--- src/rtl/dsp_mac_pipe.sv ---
// Three-stage pipelined multiply-accumulate with signed/unsigned mode, accumulator load,
// optional saturation and a sticky overflow flag.
module dsp_mac_pipe #(
  parameter int A_WIDTH   = 20,
  parameter int B_WIDTH   = 18,
  parameter int ACC_WIDTH = 38,
  parameter int SATURATE  = 0
) (
  input  logic                 clk,
  input  logic                 reset,
  input  logic                 in_valid,
  input  logic [A_WIDTH-1:0]   a,
  input  logic [B_WIDTH-1:0]   b,
  input  logic                 signed_mode,
  input  logic                 acc_clear,
  output logic [ACC_WIDTH-1:0] z_out,
  output logic                 out_valid,
  output logic                 overflow
);

  localparam int P_W = A_WIDTH + B_WIDTH;

  generate
    if (ACC_WIDTH < P_W) begin : g_width_check
      $error("dsp_mac_pipe: ACC_WIDTH must be >= A_WIDTH + B_WIDTH");
    end
  endgenerate

  logic signed [A_WIDTH-1:0]   a_p0;
  logic signed [B_WIDTH-1:0]   b_p0;
  logic                        sgn_p0, clr_p0, vld_p0;
  logic signed [P_W-1:0]       prod_p1;
  logic                        sgn_p1, clr_p1, vld_p1;
  logic signed [ACC_WIDTH-1:0] z_p2;
  logic                        ovf_p2, vld_p2;

  logic signed [P_W-1:0]       a_ext, b_ext, prod;
  logic signed [ACC_WIDTH-1:0] ext_p, z_nxt;
  logic signed [ACC_WIDTH:0]   sum_full;
  logic                        ovf_hit, ovf_nxt;

  function automatic logic signed [ACC_WIDTH-1:0] extend_prod(
    input logic signed [P_W-1:0] p,
    input logic                  sgn
  );
    logic signed [ACC_WIDTH-1:0] r;
    r          = {ACC_WIDTH{sgn & p[P_W-1]}};
    r[P_W-1:0] = p;
    return r;
  endfunction

  function automatic logic acc_overflow(
    input logic signed [ACC_WIDTH:0] sum,
    input logic                      sgn
  );
    return sgn ? (sum[ACC_WIDTH] ^ sum[ACC_WIDTH-1]) : sum[ACC_WIDTH];
  endfunction

  // Clamp toward the sign of the true (ACC_WIDTH+1)-bit sum.
  function automatic logic signed [ACC_WIDTH-1:0] saturate(
    input logic signed [ACC_WIDTH:0] sum,
    input logic                      sgn
  );
    logic signed [ACC_WIDTH-1:0] r;
    r = '1;
    if (sgn) begin
      r               = sum[ACC_WIDTH] ? '0 : '1;
      r[ACC_WIDTH-1]  = sum[ACC_WIDTH];
    end
    return r;
  endfunction

  // ---- stage 1: operand capture
  always_ff @(posedge clk or posedge reset) begin
    if (reset) begin
      vld_p0 <= 1'b0;
      a_p0   <= '0;
      b_p0   <= '0;
      sgn_p0 <= 1'b0;
      clr_p0 <= 1'b0;
    end else begin
      vld_p0 <= in_valid;
      if (in_valid) begin
        a_p0   <= a;
        b_p0   <= b;
        sgn_p0 <= signed_mode;
        clr_p0 <= acc_clear;
      end
    end
  end

  // Extending both operands to P_W makes one multiplier serve both modes.
  always_comb begin
    a_ext = {{B_WIDTH{sgn_p0 & a_p0[A_WIDTH-1]}}, a_p0};
    b_ext = {{A_WIDTH{sgn_p0 & b_p0[B_WIDTH-1]}}, b_p0};
    prod  = a_ext * b_ext;
  end

  // ---- stage 2: product
  always_ff @(posedge clk or posedge reset) begin
    if (reset) begin
      vld_p1  <= 1'b0;
      prod_p1 <= '0;
      sgn_p1  <= 1'b0;
      clr_p1  <= 1'b0;
    end else begin
      vld_p1 <= vld_p0;
      if (vld_p0) begin
        prod_p1 <= prod;
        sgn_p1  <= sgn_p0;
        clr_p1  <= clr_p0;
      end
    end
  end

  always_comb begin
    ext_p    = extend_prod(prod_p1, sgn_p1);
    sum_full = $signed({sgn_p1 & z_p2[ACC_WIDTH-1], z_p2})
             + $signed({sgn_p1 & ext_p[ACC_WIDTH-1], ext_p});
    ovf_hit  = acc_overflow(sum_full, sgn_p1);
    z_nxt    = sum_full[ACC_WIDTH-1:0];
    ovf_nxt  = ovf_p2 | ovf_hit;
    if (clr_p1) begin
      z_nxt   = ext_p;
      ovf_nxt = 1'b0;
    end else if (ovf_hit && SATURATE != 0) begin
      z_nxt = saturate(sum_full, sgn_p1);
    end
  end

  // ---- stage 3: accumulate
  always_ff @(posedge clk or posedge reset) begin
    if (reset) begin
      vld_p2 <= 1'b0;
      z_p2   <= '0;
      ovf_p2 <= 1'b0;
    end else begin
      vld_p2 <= vld_p1;
      if (vld_p1) begin
        z_p2   <= z_nxt;
        ovf_p2 <= ovf_nxt;
      end
    end
  end

  assign z_out     = z_p2;
  assign out_valid = vld_p2;
  assign overflow  = ovf_p2;

endmodule

--- config.mk ---
export PLATFORM = sky130hd
export DESIGN_NAME = dsp_mac_pipe
export DESIGN_NICKNAME = d
export VERILOG_FILES = /design/src/rtl/dsp_mac_pipe.sv
export SDC_FILE = /design/constraint.sdc
export NUM_CORES = 1
export LEC_CHECK = 0
export ABC_AREA = 1
export CAP_MARGIN = 5
export CORE_ASPECT_RATIO = 1.4
export CORE_UTILIZATION = 30
export DETAILED_ROUTE_END_ITERATION = 10
export PLACE_DENSITY_LB_ADDON = 0.12
export SYNTH_ARGS = -nofsm -noshare
export SYNTH_HDL_FRONTEND = slang
export SYNTH_SLANG_ARGS = --single-unit
--- constraint.sdc ---
create_clock -name clk -period 5.5 [get_ports clk]
set_input_delay 0.825 -clock clk [delete_from_list [all_inputs] [get_ports clk]]
set_output_delay 0.825 -clock clk [all_outputs]
set_load 0.05 [all_outputs]
==> impl_metrics.csv <==
group,metric,value,unit
outcome,status,"finished with violations",
outcome,violations,"setup timing",
global_route,grt_antenna_before_repair,0,
global_route,grt_pass1_wl,116000,um
yosys,synth_cells,2805,
yosys,synthArstFlopShare,1.00,
final_layout,syn_to_final_growth,33.4,%
drt,wire_per_inst,18.1,um
final_layout,finalNonFillerCells,4138,
yosys,ys_warn_count,0,
global_route,top_usage_layer,"met2",
clocking,cts_root_buf,"clkbuf_16",
global_route,grt_use_met1,0.230,
drt,vias_per_cell,4.59,
critical_path,worst-path-max-fanout,8,
floorplanning,ios,83,
final_layout,utilization,0.405,
sta,finalHoldViolations,0,
clocking,htreeDepth,4,
global_route,grt_pass1_vias,20500,
floorplanning,initial_core_util,0.304,
final_layout,design_area,29500,um2
placed_design,dp_cells,4023,
hold_path,min_path_type,"reg -> reg",
yosys,synth_ff_type,"dfrtp_1",
drt,drt_iter0_markers,832,
yosys,syn_nets,3388,
yosys,ys_types,49,
sta,fin_skew,0.0158,ns
placed_design,place.gp.congestion,0.914,
sta,min_period,5.99,ns
clocking,clk_path_buf_depth,2,
yosys,ys_ff_latch,122,
critical_path,critPathTopFamily,"adder cells",
critical_path,worst_ep_required_time,5.84,ns
clocking,clk_pin_slew,0.07,ns
clocking,clkSinkCount,122,
placed_design,place.detailed.hpwl,61600,um
yosys,synth.cell_area,22100,um2
clocking,cts_tree,"yes",
sta,rsz0062_at_grt,"true",
global_route,track_usage,0.206,
global_route,met2_usage,0.401,
critical_path,crit_path_top_delay_cell,"fa_1",
drt,vias,19000,
drt,drt_first_pass_iters,6,
job,cap_violations,0,
critical_path,start_kind,"flop",
sta,max_slew.worst_pin.slew,0.903,ns
placed_design,io_buffers,82,
yosys,synth_edf_count,0,
floorplanning,fp.dieH,323,um
drt,drc,0,
yosys,postSynthAreaPerCell,7.88,um2
drt,wl,75100,um
critical_path,crit_type,"reg -> reg",
yosys,ys_seq_area_frac,0.138,
clocking,cts_buffers,17,
floorplanning,core-area,72800,um2
critical_path,cpPeakStageDelay,0.54,ns
global_route,overflow,0,
critical_path,arrival,6.33,ns
global_route,grt_max_degree,85,
critical_path,worst-path-buf-inv,6,
floorplanning,die-width,231,um
placed_design,dpl_cell_area,26500,um2
critical_path,end_kind,"flop",
sta,finalWorstSetupSlack,-0.488,ns
floorplanning,die_area,74800,um2
critical_path,cp_common_cell,"fa_1",
drt,ant_nets,0,
clocking,hold_buffers,0,
sta,max_freq,0.167,GHz
final_layout,drive_above_1_share,0.256,
sta,setup_viol,26,
sta,fin_crit_sh,1.09,
final_layout,finalNetCount,3756,
sta,slew_violations,0,
sta,slew_headroom,0.398,
global_route,grt_util_met3,0.0200,
floorplanning,row_count,117,
clocking,clk_latency,0.49,ns
-- tightest hold or removal path, delay by kind of cell, from the launching register on --
kind | cells | cell delay [ns]
AO/OA/AOI/OAI | 1 | 0.06
flip-flops | 1 | 0.35
AND/OR/NAND/NOR | 1 | 0.05
-- Yosys cell counts (3+ instances only) --
cell / count / area, um2
ha_1: 150 / 1880
buf_1: 4 / 15.0
clkbuf_1: 97 / 364
xor2_1: 22 / 193
nor2_1: 138 / 518
o221ai_1: 3 / 26.3
o22ai_1: 3 / 18.8
nand2_2: 14 / 87.6
a221oi_1: 3 / 26.3
o211ai_1: 15 / 113
o211a_1: 3 / 30.0
nand2_4: 3 / 33.8
dfrtp_1: 122 / 3050
xnor2_1: 15 / 131
nand4_1: 13 / 81.3
buf_2: 4 / 20.0
a21oi_1: 79 / 395
o21bai_1: 8 / 60.1
inv_1: 694 / 2610
nand3b_1: 3 / 22.5
nor3_2: 4 / 40.0
a31oi_1: 26 / 163
mux2_2: 21 / 236
o21ai_2: 8 / 70.1
a21o_1: 11 / 82.6
or2_1: 4 / 25.0
o21ai_0: 85 / 425
a21oi_2: 7 / 61.3
nor2_2: 11 / 68.8
nand3_1: 57 / 285
nand3_2: 7 / 70.1
o21ai_1: 19 / 95.1
nand2_1: 719 / 2700
fa_1: 390 / 7810
nor3_1: 12 / 60.1
or2_2: 11 / 68.8
-- metrics by stage --
| step | TNS, ns | hold WS [ns] | worst slack [ns] |
|---|---|---|---|
| after global placement | -19.06 | 0.465 | -0.993 |
| after floorplan | -1.30 | 0.372 | -0.202 |
| after detailed placement | -19.11 | 0.487 | -0.934 |
| after global routing | -12.80 | 0.531 | -0.658 |
| after CTS | -8.26 | 0.503 | -0.522 |
| final | -8.04 | 0.506 | -0.488 |
-- layout make-up --
type,instances,area [um2]
Clock buffer,21,450
Antenna cell,1,2.50
Fill cell,7353,43300
Timing Repair Buffer,454,4280
Tap cell,952,1190
Multi-Input combinational cell,1880,17800
Sequential cell,122,3080
Inverter,698,2650
Clock inverter,10,72.6
-- cell usage in the layout (no fill, tap or decap), types with 6 or more instances in the layout --
cell,n
fa_2,46
a21oi_2,17
a31oi_1,23
inv_4,7
dfrtp_2,18
nor2_2,16
a21o_1,9
o211ai_1,15
inv_1,626
nor2_4,20
mux2_2,21
clkbuf_16,18
ha_4,56
inv_2,61
nand2_4,23
dfrtp_1,103
nand3_2,13
nor2_1,114
o21ai_0,69
nand2_1,676
fa_1,344
xor2_1,22
o21bai_1,6
a21oi_1,57
clkdlybuf4s50_1,81
buf_12,34
nand3_1,51
buf_6,51
or2_4,6
nand4_1,13
ha_1,93
nand2_2,36
o21ai_2,14
nor3_2,7
a21oi_4,14
buf_4,283
o21ai_1,24
xnor2_1,13
-- logic make-up (layout without fill, tap and decap cells) --
family                     count (synthesis)  count (layout)  share of synthesized area
other                                      0               1                          0
and+or+nand+nor                         1001            1001                      0.185
DFF                                      122             122                      0.138
AOI/OAI and AO/OA                        281             281                     0.0765
xor gates and xnor gates                  37              37                     0.0147
muxes                                     21              21                     0.0107
buffers and inverters                    803            1183                      0.137
adders and majority gates                540             540                      0.438
-- routing by layer --
metal	vias up	wire [um]	share of wire
li1	9074	-	-
met1	9534	29500	0.39
met2	294	41400	0.55
met3	103	1710	0.023
met4	0	2370	0.032
met5	-	0	0
-- state kept, by name, summed over array words and instances, names as in the netlist --
name and count:
b_p0 18, clr_p1 1, overflow 1, z_out 38, a_p0 20, vld_p1 1
ext_p 38, sgn_p0 1, sgn_p1 1, out_valid 1, clr_p0 1, vld_p0 1
-- timing repair --
action,CTS,global route
pin swaps,128,109
gates cloned,3,1
buffers inserted,66,24
gates resized for setup,289,149
setup endpoints to repair,27,26
endpoints found under the hold margin,0,0
-- final timing paths --
kind                         start        end  slack (ns)  cells after the start
hold / removal              clr_p0     clr_p1        0.51                      2
setup reg to reg           b_p0[7]  ext_p[29]       -0.49                     26
setup / recovery           b_p0[7]  ext_p[29]       -0.49                     26
min in group asynchronous    reset     vld_p0        0.88                      2
max in group asynchronous    reset   b_p0[11]        3.51                      3
hold reg to reg             clr_p0     clr_p1        0.51                      2
Power is left out: the tool's default activity adds up to more than one toggle a clock period on the data nets, which glitch-free logic cannot reach.
